<file path="config.mk">
export PLATFORM = sky130hd
export DESIGN_NAME = match_lives_controller_flat
export DESIGN_NICKNAME = d
export VERILOG_FILES = /design/src/rtl/match_lives_controller_pkg.sv /design/src/rtl/match_lives_controller_if.sv /design/src/rtl/match_lives_controller_invuln_timer.sv /design/src/rtl/match_lives_controller.sv /design/src/flat_wrapper.sv
export SDC_FILE = /design/constraint.sdc
export NUM_CORES = 1
export LEC_CHECK = 0
export BUFFER_PORTS_ARGS = -buffer_cell sky130_fd_sc_hd__buf_2
export CORE_MARGIN = 8
export CORE_UTILIZATION = 50
export CTS_CLUSTER_DIAMETER = 200
export DETAILED_ROUTE_END_ITERATION = 16
export GPL_ROUTABILITY_DRIVEN = 0
export PLACE_DENSITY = 0.65
export REMOVE_ABC_BUFFERS = 1
export SYNTH_ARGS = -nofsm -noshare
export SYNTH_HDL_FRONTEND = slang
export SYNTH_SLANG_ARGS = --single-unit
export TNS_END_PERCENT = 30
</file>
<file path="constraint.sdc">
create_clock -name clk -period 6.2 [get_ports clk]
set_input_delay 0.31 -clock clk [delete_from_list [all_inputs] [get_ports clk]]
set_output_delay 0.31 -clock clk [all_outputs]
set_load 0.05 [all_outputs]
</file>
<file path="src/rtl/match_lives_controller_pkg.sv">
// Shared types and helpers for the 2-player match lives controller.
package match_lives_controller_pkg;

    localparam int unsigned LIVES_W = 4;

    typedef logic [1:0] match_state_t;
    localparam match_state_t StIdle     = 2'd0;
    localparam match_state_t StPlaying  = 2'd1;
    localparam match_state_t StResolve  = 2'd2;
    localparam match_state_t StGameOver = 2'd3;

    typedef enum logic [1:0] {WinNone, WinP1, WinP2, WinDraw} winner_t;

    // A hit and a bonus on the same cycle cancel; bonuses saturate at max_lives.
    function automatic logic [LIVES_W-1:0] next_lives(input logic [LIVES_W-1:0] cur,
                                                      input logic hit,
                                                      input logic bonus,
                                                      input logic [LIVES_W-1:0] max_lives);
        if (hit && !bonus) begin
            return cur - 1'b1;
        end else if (bonus && !hit) begin
            return (cur >= max_lives) ? cur : cur + 1'b1;
        end
        return cur;
    endfunction

    function automatic winner_t resolve_winner(input logic [LIVES_W-1:0] l1,
                                               input logic [LIVES_W-1:0] l2);
        if (l1 > l2) begin
            return WinP1;
        end else if (l2 > l1) begin
            return WinP2;
        end
        return WinDraw;
    endfunction

endpackage

</file>
<file path="src/rtl/match_lives_controller_if.sv">
// Event pulses in, lives/match status out; master drives events, slave is the controller.
interface match_lives_controller_if;
    import match_lives_controller_pkg::*;

    logic               start_match;
    logic               hit_p1;
    logic               hit_p2;
    logic               extra_life_p1;
    logic               extra_life_p2;
    logic               sec_tick;
    logic [LIVES_W-1:0] lives;
    logic [LIVES_W-1:0] lives2;
    logic               invuln_p1;
    logic               invuln_p2;
    logic               match_active;
    logic               game_over;
    winner_t            winner;
    logic [7:0]         time_left;

    modport master (
        output start_match, hit_p1, hit_p2, extra_life_p1, extra_life_p2, sec_tick,
        input  lives, lives2, invuln_p1, invuln_p2, match_active, game_over, winner, time_left
    );

    modport slave (
        input  start_match, hit_p1, hit_p2, extra_life_p1, extra_life_p2, sec_tick,
        output lives, lives2, invuln_p1, invuln_p2, match_active, game_over, winner, time_left
    );

endinterface

</file>
<file path="src/rtl/match_lives_controller_invuln_timer.sv">
// Post-hit invulnerability window: active_o stays high for exactly CYCLES cycles after start_i.
module match_lives_controller_invuln_timer #(
    parameter int unsigned CYCLES = 8
) (
    input  logic clk,
    input  logic reset,
    input  logic start_i,
    input  logic clear_i,
    output logic active_o
);

    localparam int unsigned CntW = (CYCLES > 1) ? $clog2(CYCLES) : 1;

    logic [CntW-1:0] cnt_q, cnt_d;
    logic            active_q, active_d;

    always_comb begin
        cnt_d    = cnt_q;
        active_d = active_q;
        if (clear_i) begin
            cnt_d    = '0;
            active_d = 1'b0;
        end else if (start_i && !active_q) begin
            cnt_d    = CntW'(CYCLES - 1);
            active_d = 1'b1;
        end else if (active_q) begin
            if (cnt_q == '0) begin
                active_d = 1'b0;
            end else begin
                cnt_d = cnt_q - 1'b1;
            end
        end
    end

    always_ff @(posedge clk) begin
        if (reset) begin
            cnt_q    <= '0;
            active_q <= 1'b0;
        end else begin
            cnt_q    <= cnt_d;
            active_q <= active_d;
        end
    end

    assign active_o = active_q;

endmodule

</file>
<file path="src/rtl/match_lives_controller.sv">
// 2-player lives/invulnerability/match-end controller feeding the win screen.
// Optional round timer enabled by defining MATCH_TIMER_EN.
module match_lives_controller
    import match_lives_controller_pkg::*;
#(
    parameter int unsigned INIT_LIVES    = 3,
    parameter int unsigned MAX_LIVES     = 9,
    parameter int unsigned INVULN_CYCLES = 50_000_000,
    parameter int unsigned MATCH_SECONDS = 120
) (
    input logic                     clk,
    input logic                     reset,
    match_lives_controller_if.slave ctrl
);

    match_state_t       state_q, state_d;
    logic [LIVES_W-1:0] lives_q, lives_d, lives2_q, lives2_d;
    winner_t            winner_q, winner_d;
    logic [7:0]         time_left_q, time_left_d;
    logic               match_active_q, match_active_d;
    logic               game_over_q, game_over_d;

    logic playing, ending, start_acc, timer_expired;
    logic hit1_acc, hit2_acc, bonus1, bonus2;
    logic inv1, inv2;
    logic [7:0] time_left_init;

`ifdef MATCH_TIMER_EN
    assign time_left_init = 8'(MATCH_SECONDS);
    assign timer_expired  = (time_left_q == 8'd0);
`else
    localparam int unsigned unused_match_seconds = MATCH_SECONDS;
    logic unused_sec_tick;
    assign unused_sec_tick = ctrl.sec_tick;
    assign time_left_init  = 8'd0;
    assign timer_expired   = 1'b0;
`endif

    assign playing   = (state_q == StPlaying);
    assign start_acc = ctrl.start_match && ((state_q == StIdle) || (state_q == StGameOver));
    // A registered zero (or expiry) closes the match; events in that cycle are dropped.
    assign ending    = playing && ((lives_q == '0) || (lives2_q == '0) || timer_expired);
    assign hit1_acc  = playing && !ending && ctrl.hit_p1 && !inv1;
    assign hit2_acc  = playing && !ending && ctrl.hit_p2 && !inv2;
    assign bonus1    = playing && !ending && ctrl.extra_life_p1;
    assign bonus2    = playing && !ending && ctrl.extra_life_p2;

    always_comb begin
        state_d     = state_q;
        lives_d     = lives_q;
        lives2_d    = lives2_q;
        winner_d    = winner_q;
        time_left_d = time_left_q;
        case (state_q)
            StIdle, StGameOver: begin
                if (start_acc) begin
                    state_d     = StPlaying;
                    lives_d     = LIVES_W'(INIT_LIVES);
                    lives2_d    = LIVES_W'(INIT_LIVES);
                    winner_d    = WinNone;
                    time_left_d = time_left_init;
                end
            end
            StPlaying: begin
                if (ending) begin
                    state_d = StResolve;
                end else begin
                    lives_d  = next_lives(lives_q, hit1_acc, bonus1, LIVES_W'(MAX_LIVES));
                    lives2_d = next_lives(lives2_q, hit2_acc, bonus2, LIVES_W'(MAX_LIVES));
`ifdef MATCH_TIMER_EN
                    if (ctrl.sec_tick && (time_left_q != 8'd0)) begin
                        time_left_d = time_left_q - 8'd1;
                    end
`endif
                end
            end
            StResolve: begin
                winner_d = resolve_winner(lives_q, lives2_q);
                state_d  = StGameOver;
            end
            default: state_d = StIdle;
        endcase
        match_active_d = (state_d == StPlaying);
        game_over_d    = (state_d == StGameOver);
    end

    always_ff @(posedge clk) begin
        if (reset) begin
            state_q        <= StIdle;
            lives_q        <= '0;
            lives2_q       <= '0;
            winner_q       <= WinNone;
            time_left_q    <= 8'd0;
            match_active_q <= 1'b0;
            game_over_q    <= 1'b0;
        end else begin
            state_q        <= state_d;
            lives_q        <= lives_d;
            lives2_q       <= lives2_d;
            winner_q       <= winner_d;
            time_left_q    <= time_left_d;
            match_active_q <= match_active_d;
            game_over_q    <= game_over_d;
        end
    end

    match_lives_controller_invuln_timer #(
        .CYCLES (INVULN_CYCLES)
    ) u_invuln_p1 (
        .clk      (clk),
        .reset    (reset),
        .start_i  (hit1_acc),
        .clear_i  (!playing),
        .active_o (inv1)
    );

    match_lives_controller_invuln_timer #(
        .CYCLES (INVULN_CYCLES)
    ) u_invuln_p2 (
        .clk      (clk),
        .reset    (reset),
        .start_i  (hit2_acc),
        .clear_i  (!playing),
        .active_o (inv2)
    );

    assign ctrl.lives        = lives_q;
    assign ctrl.lives2       = lives2_q;
    assign ctrl.invuln_p1    = inv1;
    assign ctrl.invuln_p2    = inv2;
    assign ctrl.match_active = match_active_q;
    assign ctrl.game_over    = game_over_q;
    assign ctrl.winner       = winner_q;
    assign ctrl.time_left    = time_left_q;

endmodule

</file>
<file path="src/flat_wrapper.sv">
// flat-port wrapper written by rule: the top's interface ports become plain ports
module match_lives_controller_flat import match_lives_controller_pkg::*;
#(
    parameter int unsigned INIT_LIVES    = 3,
    parameter int unsigned MAX_LIVES     = 9,
    parameter int unsigned INVULN_CYCLES = 50_000_000,
    parameter int unsigned MATCH_SECONDS = 120
)
  (clk, reset, ctrl_start_match, ctrl_hit_p1, ctrl_hit_p2, ctrl_extra_life_p1, ctrl_extra_life_p2, ctrl_sec_tick, ctrl_lives, ctrl_lives2, ctrl_invuln_p1, ctrl_invuln_p2, ctrl_match_active, ctrl_game_over, ctrl_winner, ctrl_time_left);
  match_lives_controller_if ctrl_i ();
  input logic clk;
  input logic reset;
  input wire logic [$bits(ctrl_i.start_match)-1:0] ctrl_start_match;
  input wire logic [$bits(ctrl_i.hit_p1)-1:0] ctrl_hit_p1;
  input wire logic [$bits(ctrl_i.hit_p2)-1:0] ctrl_hit_p2;
  input wire logic [$bits(ctrl_i.extra_life_p1)-1:0] ctrl_extra_life_p1;
  input wire logic [$bits(ctrl_i.extra_life_p2)-1:0] ctrl_extra_life_p2;
  input wire logic [$bits(ctrl_i.sec_tick)-1:0] ctrl_sec_tick;
  output wire logic [$bits(ctrl_i.lives)-1:0] ctrl_lives;
  output wire logic [$bits(ctrl_i.lives2)-1:0] ctrl_lives2;
  output wire logic [$bits(ctrl_i.invuln_p1)-1:0] ctrl_invuln_p1;
  output wire logic [$bits(ctrl_i.invuln_p2)-1:0] ctrl_invuln_p2;
  output wire logic [$bits(ctrl_i.match_active)-1:0] ctrl_match_active;
  output wire logic [$bits(ctrl_i.game_over)-1:0] ctrl_game_over;
  output wire logic [$bits(ctrl_i.winner)-1:0] ctrl_winner;
  output wire logic [$bits(ctrl_i.time_left)-1:0] ctrl_time_left;
  assign ctrl_i.start_match = ctrl_start_match;
  assign ctrl_i.hit_p1 = ctrl_hit_p1;
  assign ctrl_i.hit_p2 = ctrl_hit_p2;
  assign ctrl_i.extra_life_p1 = ctrl_extra_life_p1;
  assign ctrl_i.extra_life_p2 = ctrl_extra_life_p2;
  assign ctrl_i.sec_tick = ctrl_sec_tick;
  assign ctrl_lives = ctrl_i.lives;
  assign ctrl_lives2 = ctrl_i.lives2;
  assign ctrl_invuln_p1 = ctrl_i.invuln_p1;
  assign ctrl_invuln_p2 = ctrl_i.invuln_p2;
  assign ctrl_match_active = ctrl_i.match_active;
  assign ctrl_game_over = ctrl_i.game_over;
  assign ctrl_winner = ctrl_i.winner;
  assign ctrl_time_left = ctrl_i.time_left;
  match_lives_controller #(.INIT_LIVES(INIT_LIVES), .MAX_LIVES(MAX_LIVES), .INVULN_CYCLES(INVULN_CYCLES), .MATCH_SECONDS(MATCH_SECONDS)) u_core (.clk(clk), .reset(reset), .ctrl(ctrl_i));
endmodule
</file>
# Word level (Yosys, flattened, before mapping)
# Index checks and enable logic that the tools add are counted.
dict set report totals {
  ff_bits 68
  inputBits 8
  out_inout_bits 22
  wordCells 126
}
dict set report op_classes {
  add_sub_neg 6
  n_lt_le_gt_ge 4
  n_eq_ne 13
  mux 44
  bitwise 3
  reduce_logical 44
}
# cell count
set op_table {}
lappend op_table {{$mux W26} 6}
lappend op_table {{$logic_not A26 Y1} 2}
lappend op_table {{$sub A26 B1 Y26 const B} 2}
lappend op_table {{$mux W4} 11}
lappend op_table {{$mux W1} 17}
lappend op_table {{$pmux W4 S2} 2}
lappend op_table {{$logic_and A1 B1 Y1} 15}
lappend op_table {{$mux W2} 6}
lappend op_table {{$ne A2 B2 Y1 const B} 5}
lappend op_table {{$reduce_and A2 Y1} 5}
lappend op_table {{$reduce_and A5 Y1} 2}
lappend op_table {{$add A4 B1 Y4 const B} 2}
lappend op_table {{$ge A4 B4 Y1 const B} 2}
lappend op_table {{$gt A4 B4 Y1} 2}
lappend op_table {{$logic_not A4 Y1} 2}
lappend op_table {{$ne A4 B4 Y1 const B} 2}
lappend op_table {{$reduce_bool A2 Y1} 4}
lappend op_table {{$sub A4 B1 Y4 const B} 2}
lappend op_table {{$logic_not A1 Y1} 7}
lappend op_table {{$eq A2 B2 Y1 const B} 3}
lappend op_table {{$pmux W2 S3} 1}
lappend op_table {{$reduce_or A3 Y1} 2}
lappend op_table {{$eq A2 B1 Y1 const B} 2}
lappend op_table {{$pmux W2 S2} 1}
lappend op_table {{other kinds (5)} 9}

# Depth between registers and ports, before layout
# Gate-level depths: netlist (run 1).
dict set report logic_depth {
  word_depth 16
  depth_mapped 14
  mapped_depth_nobuf 12
}

# Cells and area by module
# A second synthesis (run 1) with hierarchy kept.
dict set report hier_totals {
  hier_cells 447
  hier_area_um2 3878.7
}
# mod instances cells_per_inst area_each_um2 seq_area_each_um2
set modules_own_cells {}
lappend modules_own_cells {match_lives_controller_invuln_timer 2 162 1402.6 540.5}
lappend modules_own_cells {match_lives_controller 1 123 1073.5 280.3}

# Worst setup path before layout (run 1)
# OpenSTA, ideal clock, no wires.
dict set report synth_path {
  kind {reg2reg}
  from {register u_core.lives2_q[0], in the netlist u_core.ctrl.lives2[0]}
  to {register u_core.lives_q[1], in the netlist u_core.ctrl.lives[1]}
  setup_ns 0.116
  arrival_ns 2.809
  required_ns 6.084
  slack_ns 3.275
  stages_incl_launch_ff 11
  path_buffers 0
  synth_period_minus_slack_ns 2.925
  cell_sequence {dfxtp_1 nor4_1 nor2_1 nand4b_1 inv_1 ha_1 inv_1 fa_1 nand2_1 or3_1 o211a_1}
}
dict set report synth_via {
  elab_chain_len 15
  elab_cells_between_ends 24
  classes_between {eq/ne: 3; mux: 8; reduce/logical: 13}
}
# item line_no
set synth_rtl {}
lappend synth_rtl {{from (decl)} match_lives_controller.sv:17} ;# logic [LIVES_W-1:0] lives_q, lives_d, lives2_q, lives2_d;
lappend synth_rtl {{from (signal assigned)} match_lives_controller.sv:99} ;# lives2_q <= lives2_d;
lappend synth_rtl {{$logic_not A4 Y1 *} match_lives_controller.sv:42} ;# assign ending = playing && ((lives_q == '0) || (lives2_q == '0) || timer_expired);
lappend synth_rtl {{$logic_or A1 B1 Y1 *} match_lives_controller.sv:42}
lappend synth_rtl {{$logic_and A1 B1 Y1 *} match_lives_controller.sv:42}
lappend synth_rtl {{$logic_not A1 Y1} {match_lives_controller.sv:43, match_lives_controller.sv:45}}
lappend synth_rtl {{$logic_and A1 B1 Y1} {match_lives_controller.sv:43, match_lives_controller.sv:45}}
lappend synth_rtl {{$logic_and A1 B1 Y1 (2 in series)} match_lives_controller.sv:43} ;# assign hit1_acc = playing && !ending && ctrl.hit_p1 && !inv1;
lappend synth_rtl {{$logic_not A1 Y1} match_lives_controller_pkg.sv:21} ;# end else if (bonus && !hit) begin
lappend synth_rtl {{$logic_and A1 B1 Y1} match_lives_controller_pkg.sv:21}
lappend synth_rtl {{$mux W1} match_lives_controller_pkg.sv:21}
lappend synth_rtl {{$mux W1} match_lives_controller_pkg.sv:19} ;# if (hit && !bonus) begin
lappend synth_rtl {{$mux W1} match_lives_controller.sv:65} ;# if (ending) begin
lappend synth_rtl {{$mux W1} match_lives_controller.sv:54} ;# case (state_q)
lappend synth_rtl {{$ne A2 B2 Y1 (no source line)} -}
lappend synth_rtl {{$reduce_and A5 Y1 (no source line)} -}
lappend synth_rtl {{to (signal assigned)} match_lives_controller.sv:98} ;# lives_q <= lives_d;
lappend synth_rtl {{to (decl)} match_lives_controller.sv:17}
# Mark *: on every way between the ends. The rest lies on a longest branch, timed or not. The select of a mux whose other input is x is not followed.
# A chain may end at the register's enable or synchronous reset.

# Final worst setup path (run 1)
# Ends and elaborated chain as after synthesis.

==> impl_metrics.toml, run 1 <==
[run_status]
status = "complete, no violations"

[floorplanning]
die_area_um2 = 10800
core.rowCount = 32
start_util_pct = 50.6
num_io_pins = 30
die_x_um = 104
total_core_area_um2 = 7610
die_height_um = 104

[logic_synthesis]
netlist_instances = 441
post-synth-top-area-fraction_pct = 35.4
netlist_top_cells_count = "sky130_fd_sc_hd__dfxtp_1, sky130_fd_sc_hd__a21oi_1, sky130_fd_sc_hd__nor2_1"
post_synth_main_area_contributors = "sky130_fd_sc_hd__dfxtp_1, sky130_fd_sc_hd__ha_1, sky130_fd_sc_hd__a21oi_1"
synth-seq-cells = 68
synth_async_sr_flop_share_pct = 0
synth_edf_count = 0
top_reg_cell_synth = "sky130_fd_sc_hd__dfxtp_1"
leading_cell_type_by_number_of_instances_after_synthesis = "sky130_fd_sc_hd__dfxtp_1"
yosysUniqueCellTypes = 62
synthesis.area_um2 = 3850
seq_area_frac_synth_pct = 35.4
yosysWarnings = 0
synthDominantAreaCellType = "sky130_fd_sc_hd__dfxtp_1"
avgSynthCellArea_um2 = 8.72

[detailed_routing]
vias = 3382
drt-total-wl_mm = 8.69
drt_pre_antenna_iters = 4
detail_route.iter0.violations = 188
detail_route.vias_per_cell = 6.02
remaining_drc_errors = 0
routedWlPerCell_um = 15.5
antenna_left = 0

[sta]
finalCritPeriodShare_pct = 59.6
slew_violations = 0
endpoints_failing_hold = 0
timing.clock.skew_ns = 0.0111
fin_worst_hold_slack_ns = 0.297
setup_violations = 0
relative_slew_slack_pct = 44.2
setup_repair_after_global_routing_missed_its_margin = "no"
tightestPinTransition_ns = 0.835
final.min_clock_period_ns = 3.70
setup_total_negative_slack_ns = 0
achievable-frequency_mhz = 270

[global_routing]
grt_pass1_vias = 3239
antenna_violations_before_repair = 0
global_route_wire_length_before_repair_mm = 15.0
maximum_number_of_pins_on_one_net_before_global_route_repair = 39
grt_use_total_pct = 16.2
global_route.overflow_total = 0
grtUsageMet3_pct = 3.22
globalRouteMet2Util_pct = 25.8
met1_usage_pct = 20.7
gr_busiest_metal = "met2"

[setup_path]
critical_path.n_buffers_inverters = 2
crit_path_cell_trace = "nor4_1 > nor2_1 > nand4b_1 > inv_1 > ha_1 > inv_1 > fa_1 > nand2_1 > or3_1 > o211a_1"
criticalPathCategory = "reg -> reg"
critPathTopFamily = "simple AND/OR/NAND/NOR gates"
critical_path_required_ns = 6.43
crit_path_max_fanout = 17
crit_path_max_incr_delay_ns = 0.71
endpoint_kind = "flip-flop"
critPathMostFrequentCell = "sky130_fd_sc_hd__inv_1"
timing.critical_path.slowest_stage_cell = "sky130_fd_sc_hd__nand4b_1"
start_kind = "flip-flop"
timing.critical_path.arrival_ns = 3.93

[finish]
number_of_antenna_cells_inserted = 0
drive_above_1_share_pct = 12.4
final_non_filler_cell_area_um2 = 4160
areaGrowthSynthToFinish_pct = 8.26
final_nets = 485
finalCoreUtilization_pct = 54.7

[clock_tree]
cts_post_setup_buffers_inserted = 0
clkTransAtPathRegs_ns = 0.07
ctsRootBufferMaster = "sky130_fd_sc_hd__clkbuf_8"
postCtsHoldBufs = 0
tritoncts = "yes"
cts_sinks = 68
tritoncts.num_buffers = 9
clock_latency_ns = 0.34
h_tree_depth = 3
cts_resized = 0
ctsLongestPathBuffers = 2

[power_and_ir_drop]
power_leakage_nw = 1.56
power.ir.vdd_worst_mv = 0.252
power.density_cell_area_nw_per_um2 = 341

[job]
drv.max_cap_violation_count = 0

[placed_design]
postPlaceCellArea_um2 = 3970
buffer_ports.inserted = 20
dp_hpwl_mm = 6.03

[min_path]
min-delay-path-class = "in -> reg"
[placed cells by master (no fill, tap or decap), types with 8 or more instances in the layout]
cell type / n
sky130_fd_sc_hd__dfxtp_1: 68
sky130_fd_sc_hd__a21oi_1: 27
sky130_fd_sc_hd__nor2_1: 26
sky130_fd_sc_hd__inv_1: 20
sky130_fd_sc_hd__buf_2: 20
sky130_fd_sc_hd__nor3_1: 19
sky130_fd_sc_hd__a31oi_1: 19
sky130_fd_sc_hd__or3_1: 19
sky130_fd_sc_hd__ha_1: 18
sky130_fd_sc_hd__nand2_1: 17
sky130_fd_sc_hd__or4_1: 15
sky130_fd_sc_hd__o31ai_1: 15
sky130_fd_sc_hd__nor4_1: 14
sky130_fd_sc_hd__o21ai_0: 14
sky130_fd_sc_hd__xnor2_1: 14
sky130_fd_sc_hd__a211oi_1: 13
sky130_fd_sc_hd__clkbuf_8: 11
sky130_fd_sc_hd__nand3_1: 10
sky130_fd_sc_hd__conb_1: 8
[per-layer routing]
| metal | vias to the layer above | wire [um] |
|---|---|---|
| li1 | 1710 | - |
| met5 | - | 0 |
| met3 | 11 | 271 |
| met1 | 1608 | 4390 |
| met2 | 53 | 3910 |
| met4 | 0 | 126 |
[path summary, 6_finish.rpt]
path	from	end	slack, ns	depth (start not counted)
setup / recovery	u_core.ctrl.lives2[0]	u_core.ctrl.lives[1]	2.50	10
hold / removal	reset	u_core.ctrl.winner[1]	0.30	2
setup reg to reg	u_core.ctrl.lives2[0]	u_core.ctrl.lives[1]	2.50	10
hold reg to reg	u_core.ctrl.winner[1]	u_core.ctrl.winner[1]	0.46	2
[where the power goes]
| group | internal [mW] | switching, mW |
|---|---|---|
| registers | 0.470 | 0.0413 |
| logic | 0.174 | 0.371 |
| clock network | 0.203 | 0.162 |
| total | 0.847 | 0.574 |
[cell type report]
class                   count  area (um^2)
well taps                 102          128
inverters                  21         78.8
fillers                   714         3440
clock inverters             2         35.0
multi-input cells         335         2290
repair buffers             22          115
flip-flops and latches     68         1360
clock buffers              12          155
[per-stage QoR]
| stage | cells | total power, mW | setup slack, ns |
|---|---|---|---|
| after floorplan | 424 | 0.925 | 2.99 |
| after global placement | 548 | 1.05 | 2.54 |
| after detailed placement | 548 | 1.06 | 2.52 |
| after CTS | 562 | 1.43 | 2.49 |
| after global routing | 562 | 1.52 | 2.17 |
| final | 562 | 1.42 | 2.50 |
[cell families after synthesis]
group | after synthesis | share of synthesized area (%)
AOI/OAI and AO/OA | 118 | 20.9
xor gates and xnor gates | 16 | 3.64
adders and majority gates | 20 | 6.90
buffers and inverters | 45 | 5.73
DFF | 68 | 35.4
muxes | 3 | 0.813
other | 1 | 0.0975
and+or+nand+nor | 170 | 26.5
[sequential cells by signal, indices dropped and copies added (netlist names)]
name / count
u_core.ctrl.game_over: 1
u_core.ctrl.lives: 4
u_core.ctrl.lives2: 4
u_core.ctrl.match_active: 1
u_core.ctrl.winner: 2
u_core.state_q: 2
u_core.u_invuln_p1.active_o: 1
u_core.u_invuln_p1.cnt_q: 26
u_core.u_invuln_p2.active_o: 1
u_core.u_invuln_p2.cnt_q: 26
Note: power is estimated with default switching activity, not from simulation.
==> run 2: changes to the inputs <==
clock period = 3.7 ns   (was 6.2 ns; I/O delays follow)
==> run 2 against run 1 <==
Net effect: sequential power up 68%; worst setup slack got worse by 1.8 ns; cell count rose by 0.89%; power rose by 66%; highest routed layer unchanged; critical path type unchanged.
==> impl_metrics.toml, run 2 (same netlist as run 1, synthesis figures left out) <==
[sta]
fin_worst_hold_slack_ns = 0.158
setup_repair_after_global_routing_missed_its_margin = "no"
finalCritPeriodShare_pct = 79.7
endpoints_failing_hold = 0
achievable-frequency_mhz = 339
final.min_clock_period_ns = 2.95
setup_violations = 0
relative_slew_slack_pct = 45.9
tightestPinTransition_ns = 0.809
setup_total_negative_slack_ns = 0
timing.clock.skew_ns = 0.00808
slew_violations = 0

[finish]
final-instance-count-excl-fill = 567
final_nets = 488
number_of_antenna_cells_inserted = 0
highest_count_cells_in_the_layout_ignoring_fill_and_taps = "sky130_fd_sc_hd__dfxtp_1, sky130_fd_sc_hd__a21oi_1, sky130_fd_sc_hd__nor2_1, sky130_fd_sc_hd__inv_1, sky130_fd_sc_hd__buf_2"
areaGrowthSynthToFinish_pct = 8.82
final_common_cell = "sky130_fd_sc_hd__dfxtp_1"
fill_cells = 722
finalCoreUtilization_pct = 55.0
largest_registers = "u_core.u_invuln_p1.cnt_q x26, u_core.u_invuln_p2.cnt_q x26"
final_non_filler_cell_area_um2 = 4190
drive_above_1_share_pct = 13.3

[setup_path]
critical_path.startpoint = "u_core.ctrl.lives2[0]"
timing.critical_path.arrival_ns = 3.23
critical_path.n_buffers_inverters = 1
crit_path_cell_trace = "nor4_1 > nor2_1 > nand4b_1 > buf_4 > ha_1 > or3_1 > a21oi_1 > o221a_2"
critPathTopFamily = "simple AND/OR/NAND/NOR gates"
worstSetupPathDepth = 8
endpoint = "u_core.ctrl.lives[0]"
timing.critical_path.slowest_stage_cell = "sky130_fd_sc_hd__nor4_1"
criticalPathCategory = "reg -> reg"
worst-r2r-cell-count = 8
r2r_setup_slack_ns = 0.75
crit_path_max_fanout = 16
r2r_start = "u_core.ctrl.lives2[0]"
worst_r2r_endpoint = "u_core.ctrl.lives[0]"
critical_path_required_ns = 3.98
start_kind = "flip-flop"
crit_path_max_incr_delay_ns = 0.55
endpoint_kind = "flip-flop"

[power_and_ir_drop]
power_leakage_nw = 1.57
power.ir.vdd_worst_mv = 0.409
power.density_cell_area_nw_per_um2 = 562

[clock_tree]
cts_post_setup_buffers_inserted = 0
tritoncts.num_buffers = 9
clkTransAtPathRegs_ns = 0.07
postCtsHoldBufs = 0
cts_sinks = 68
tritoncts = "yes"
cts_resized = 0
ctsRootBufferMaster = "sky130_fd_sc_hd__clkbuf_8"
ctsLongestPathBuffers = 2
h_tree_depth = 3
clock_latency_ns = 0.34

[global_routing]
grt_pass1_vias = 3259
grt_use_total_pct = 16.2
global_route_wire_length_before_repair_mm = 15.0
antenna_violations_before_repair = 0
global_route.overflow_total = 0
maximum_number_of_pins_on_one_net_before_global_route_repair = 31

[detailed_routing]
routedWlPerCell_um = 15.3
detail_route.iter0.violations = 173
antenna_left = 0
drt_pre_antenna_iters = 5
remaining_drc_errors = 0
drt-total-wl_mm = 8.67
vias = 3408
detail_route.vias_per_cell = 6.01

[floorplanning]
die_x_um = 104
core.rowCount = 32
start_util_pct = 50.6
total_core_area_um2 = 7610
die_height_um = 104
die_area_um2 = 10800
num_io_pins = 30

[job]
drv.max_cap_violation_count = 0

[placed_design]
dpl.cell_count = 551
dp_hpwl_mm = 6.16
postPlaceCellArea_um2 = 4000
buffer_ports.inserted = 20

[min_path]
min-delay-path-class = "in -> reg"
hold_path.startpoint = "reset"

[run_status]
status = "complete, no violations"
==> run 2: cell count changes in the layout (fill, tap and decap cells not counted) <==
cell | previous run | this run
sky130_fd_sc_hd__buf_4 | 2 | 5
sky130_fd_sc_hd__bufinv_16 | 1 | 0
sky130_fd_sc_hd__clkbuf_8 | 11 | 12
sky130_fd_sc_hd__clkinvlp_4 | 0 | 2
==> run 2: final cells by class <==
cell class                      instances  area, um^2  area share [%]
Inverter                               21        78.8            1.88
Timing Repair Buffer                   25         138            3.29
Clock inverter                          3        20.0           0.478
Multi-Input combinational cell        335        2290            54.7
Clock buffer                           13         169            4.04
Tap cell                              102         128            3.05
Sequential cell                        68        1360            32.5
==> run 2: how the worst min path moves through the flow <==
stage | to | slack (ns) | depth (start not counted)
floorplan | u_core.ctrl.winner[1] | 0.25 | 1
global placement | u_core.ctrl.winner[1] | 0.45 | 2
detailed placement | u_core.ctrl.winner[1] | 0.45 | 2
CTS | u_core.ctrl.winner[1] | 0.15 | 2
global route | u_core.ctrl.winner[0] | 0.17 | 2
finish | u_core.ctrl.winner[1] | 0.16 | 2
==> run 2: worst reg2reg max path, delay by kind of cell (launching register included) <==
| family | cells | cell delay [ns] |
|---|---|---|
| flip-flops | 1 | 0.39 |
| AND/OR/NAND/NOR | 4 | 1.37 |
| buffers and inverters | 1 | 0.25 |
| adder cells (fa/ha/maj) | 1 | 0.27 |
| AO/OA/AOI/OAI | 2 | 0.62 |
==> run 2: report_power, final <==
group | switching, mW | internal (mW) | total, mW
sequential | 0.0701 | 0.787 | 0.857
combinational | 0.622 | 0.300 | 0.922
clock | 0.276 | 0.298 | 0.573
total | 0.968 | 1.38 | 2.35
==> run 2: per-layer routing <==
| layer | share of wire, % | global-route usage, % | routed length, um |
|---|---|---|---|
| met4 | 1.8 | 6.93 | 158 |
| met5 | 0 | 0 | 0 |
| met2 | 46 | 25.7 | 3960 |
| met3 | 3.2 | 3.35 | 276 |
| met1 | 49 | 20.7 | 4270 |
==> run 2: stage by stage <==
| step | worst slack, ns | total power, mW |
|---|---|---|
| final | 0.751 | 2.35 |
| after global routing | 0.502 | 2.52 |
| after CTS | 0.761 | 2.37 |
| after detailed placement | 0.799 | 1.79 |
| after global placement | 0.842 | 1.77 |
| after floorplan | 0.488 | 1.55 |
==> run 3: changes to the inputs <==
clock period = 2.75 ns   (was 3.7 ns; I/O delays follow)
==> run 3 against run 2 <==
Net effect: clock power up 45%; first-iteration DRC count down 1.2%; clock skew up 0.0062 ns; highest routed layer unchanged; register-to-register slack worse by 0.60 ns.
==> impl_metrics.toml, run 3 (same netlist as run 1, synthesis figures left out) <==
[finish]
final_nets = 506
drive_above_1_share_pct = 17.0
final_common_cell = "sky130_fd_sc_hd__dfxtp_1"
largest_registers = "u_core.u_invuln_p1.cnt_q x26, u_core.u_invuln_p2.cnt_q x26"
areaGrowthSynthToFinish_pct = 12.9
number_of_antenna_cells_inserted = 0
final-instance-count-excl-fill = 585
final_non_filler_cell_area_um2 = 4340
fill_cells = 720
finalCoreUtilization_pct = 57.1
highest_count_cells_in_the_layout_ignoring_fill_and_taps = "sky130_fd_sc_hd__dfxtp_1, sky130_fd_sc_hd__nor2_1, sky130_fd_sc_hd__a21oi_1, sky130_fd_sc_hd__buf_4"

[global_routing]
grt_use_total_pct = 16.6
antenna_violations_before_repair = 0
grt_pass1_vias = 3247
maximum_number_of_pins_on_one_net_before_global_route_repair = 22
global_route_wire_length_before_repair_mm = 15.2
global_route.overflow_total = 0

[sta]
timing.clock.skew_ns = 0.0143
relative_slew_slack_pct = 56.9
setup_total_negative_slack_ns = 0
finalCritPeriodShare_pct = 94.3
achievable-frequency_mhz = 385
setup_violations = 0
setup_repair_after_global_routing_missed_its_margin = "yes"
endpoints_failing_hold = 0
fin_worst_hold_slack_ns = 0.109
final.min_clock_period_ns = 2.59
slew_violations = 0
finalWorstSetupSlack_ns = 0.155
tightestPinTransition_ns = 0.640

[floorplanning]
die_area_um2 = 10800
total_core_area_um2 = 7610
die_height_um = 104
core.rowCount = 32
die_x_um = 104
num_io_pins = 30
start_util_pct = 50.6

[min_path]
min-delay-path-class = "in -> reg"
min_delay_worst_endpoint = "u_core.ctrl.winner[1]"
hold_path.startpoint = "reset"
cell_depth_of_the_worst_hold_path = 2

[detailed_routing]
antenna_left = 0
detail_route.iter0.violations = 171
detail_route.vias_per_cell = 5.87
drt-total-wl_mm = 8.85
vias = 3434
routedWlPerCell_um = 15.1
remaining_drc_errors = 0
drt_pre_antenna_iters = 4

[setup_path]
r2r_start = "u_core.state_q[0]"
critical_path_required_ns = 2.99
worst-r2r-cell-count = 10
timing.critical_path.arrival_ns = 2.83
start_kind = "flip-flop"
criticalPathCategory = "reg -> reg"
r2r_setup_slack_ns = 0.16
crit_path_max_fanout = 18
worst_r2r_endpoint = "u_core.ctrl.lives[1]"
endpoint_kind = "flip-flop"

[power_and_ir_drop]
power_mw = 3.35
power_leakage_nw = 1.67
power.ir.vdd_worst_mv = 0.506
power.density_cell_area_nw_per_um2 = 772

[clock_tree]
cts_post_setup_buffers_inserted = 0
cts_resized = 1
cts_sinks = 68
clock_latency_ns = 0.34
ctsLongestPathBuffers = 2
postCtsHoldBufs = 0
clkTransAtPathRegs_ns = 0.08
ctsRootBufferMaster = "sky130_fd_sc_hd__clkbuf_8"
h_tree_depth = 3
tritoncts = "yes"
tritoncts.num_buffers = 9

[placed_design]
buffer_ports.inserted = 20
dp_hpwl_mm = 6.34
dpl.cell_count = 569
postPlaceCellArea_um2 = 4130
dpl_worst_slack_ns = -0.000826

[run_status]
status = "complete, no violations"

[job]
drv.max_cap_violation_count = 0
-- run 3: worst max path at each step --
stage / endpoint / slack, ns / from
after floorplan: u_core.ctrl.lives[1] / -0.46 / u_core.ctrl.lives2[0]
after global placement: u_core.ctrl.lives[1] / 0.08 / u_core.ctrl.lives2[2]
after detailed placement: u_core.ctrl.lives2[1] / -0.0008 / u_core.ctrl.lives2[2]
after CTS: u_core.ctrl.lives2[1] / 0.08 / u_core.state_q[0]
after global routing: u_core.ctrl.lives[1] / -0.006 / u_core.ctrl.lives2[2]
final: u_core.ctrl.lives[1] / 0.16 / u_core.state_q[0]
-- run 3: report_power, final --
| group | switching [mW] | internal, mW | leakage [nW] |
|---|---|---|---|
| clock | 0.384 | 0.443 | 0.100 |
| combinational | 0.909 | 0.501 | 1.02 |
| sequential | 0.0568 | 1.06 | 0.550 |
| total | 1.35 | 2.00 | 1.67 |
-- run 3: cell type report --
cell class,instances,area (um^2),area share (%)
well taps,102,128,2.94
multi-input cells,335,2300,53.1
flip-flops and latches,68,1360,31.3
clock buffers,12,145,3.34
repair buffers,43,277,6.37
clock inverters,4,48.8,1.12
inverters,21,78.8,1.82
-- run 3: per-layer routing --
metal,vias to the layer above,global-route usage (%),wire (um)
li1,1756,-,-
met1,1617,21.9,4450
met2,53,25.7,4010
met3,8,4.34,283
met4,0,5.79,106
met5,-,0,0
-- run 3: worst max-delay path: stages, from the launching register on --
cell and delay (ns):
sky130_fd_sc_hd__dfxtp_1 0.39, sky130_fd_sc_hd__ha_1 0.26, sky130_fd_sc_hd__buf_6 0.20, sky130_fd_sc_hd__nand4b_1 0.18, sky130_fd_sc_hd__inv_1 0.14, sky130_fd_sc_hd__ha_1 0.26
sky130_fd_sc_hd__inv_1 0.08, sky130_fd_sc_hd__fa_1 0.48, sky130_fd_sc_hd__nand2_1 0.04, sky130_fd_sc_hd__or3_1 0.32, sky130_fd_sc_hd__o211a_1 0.15
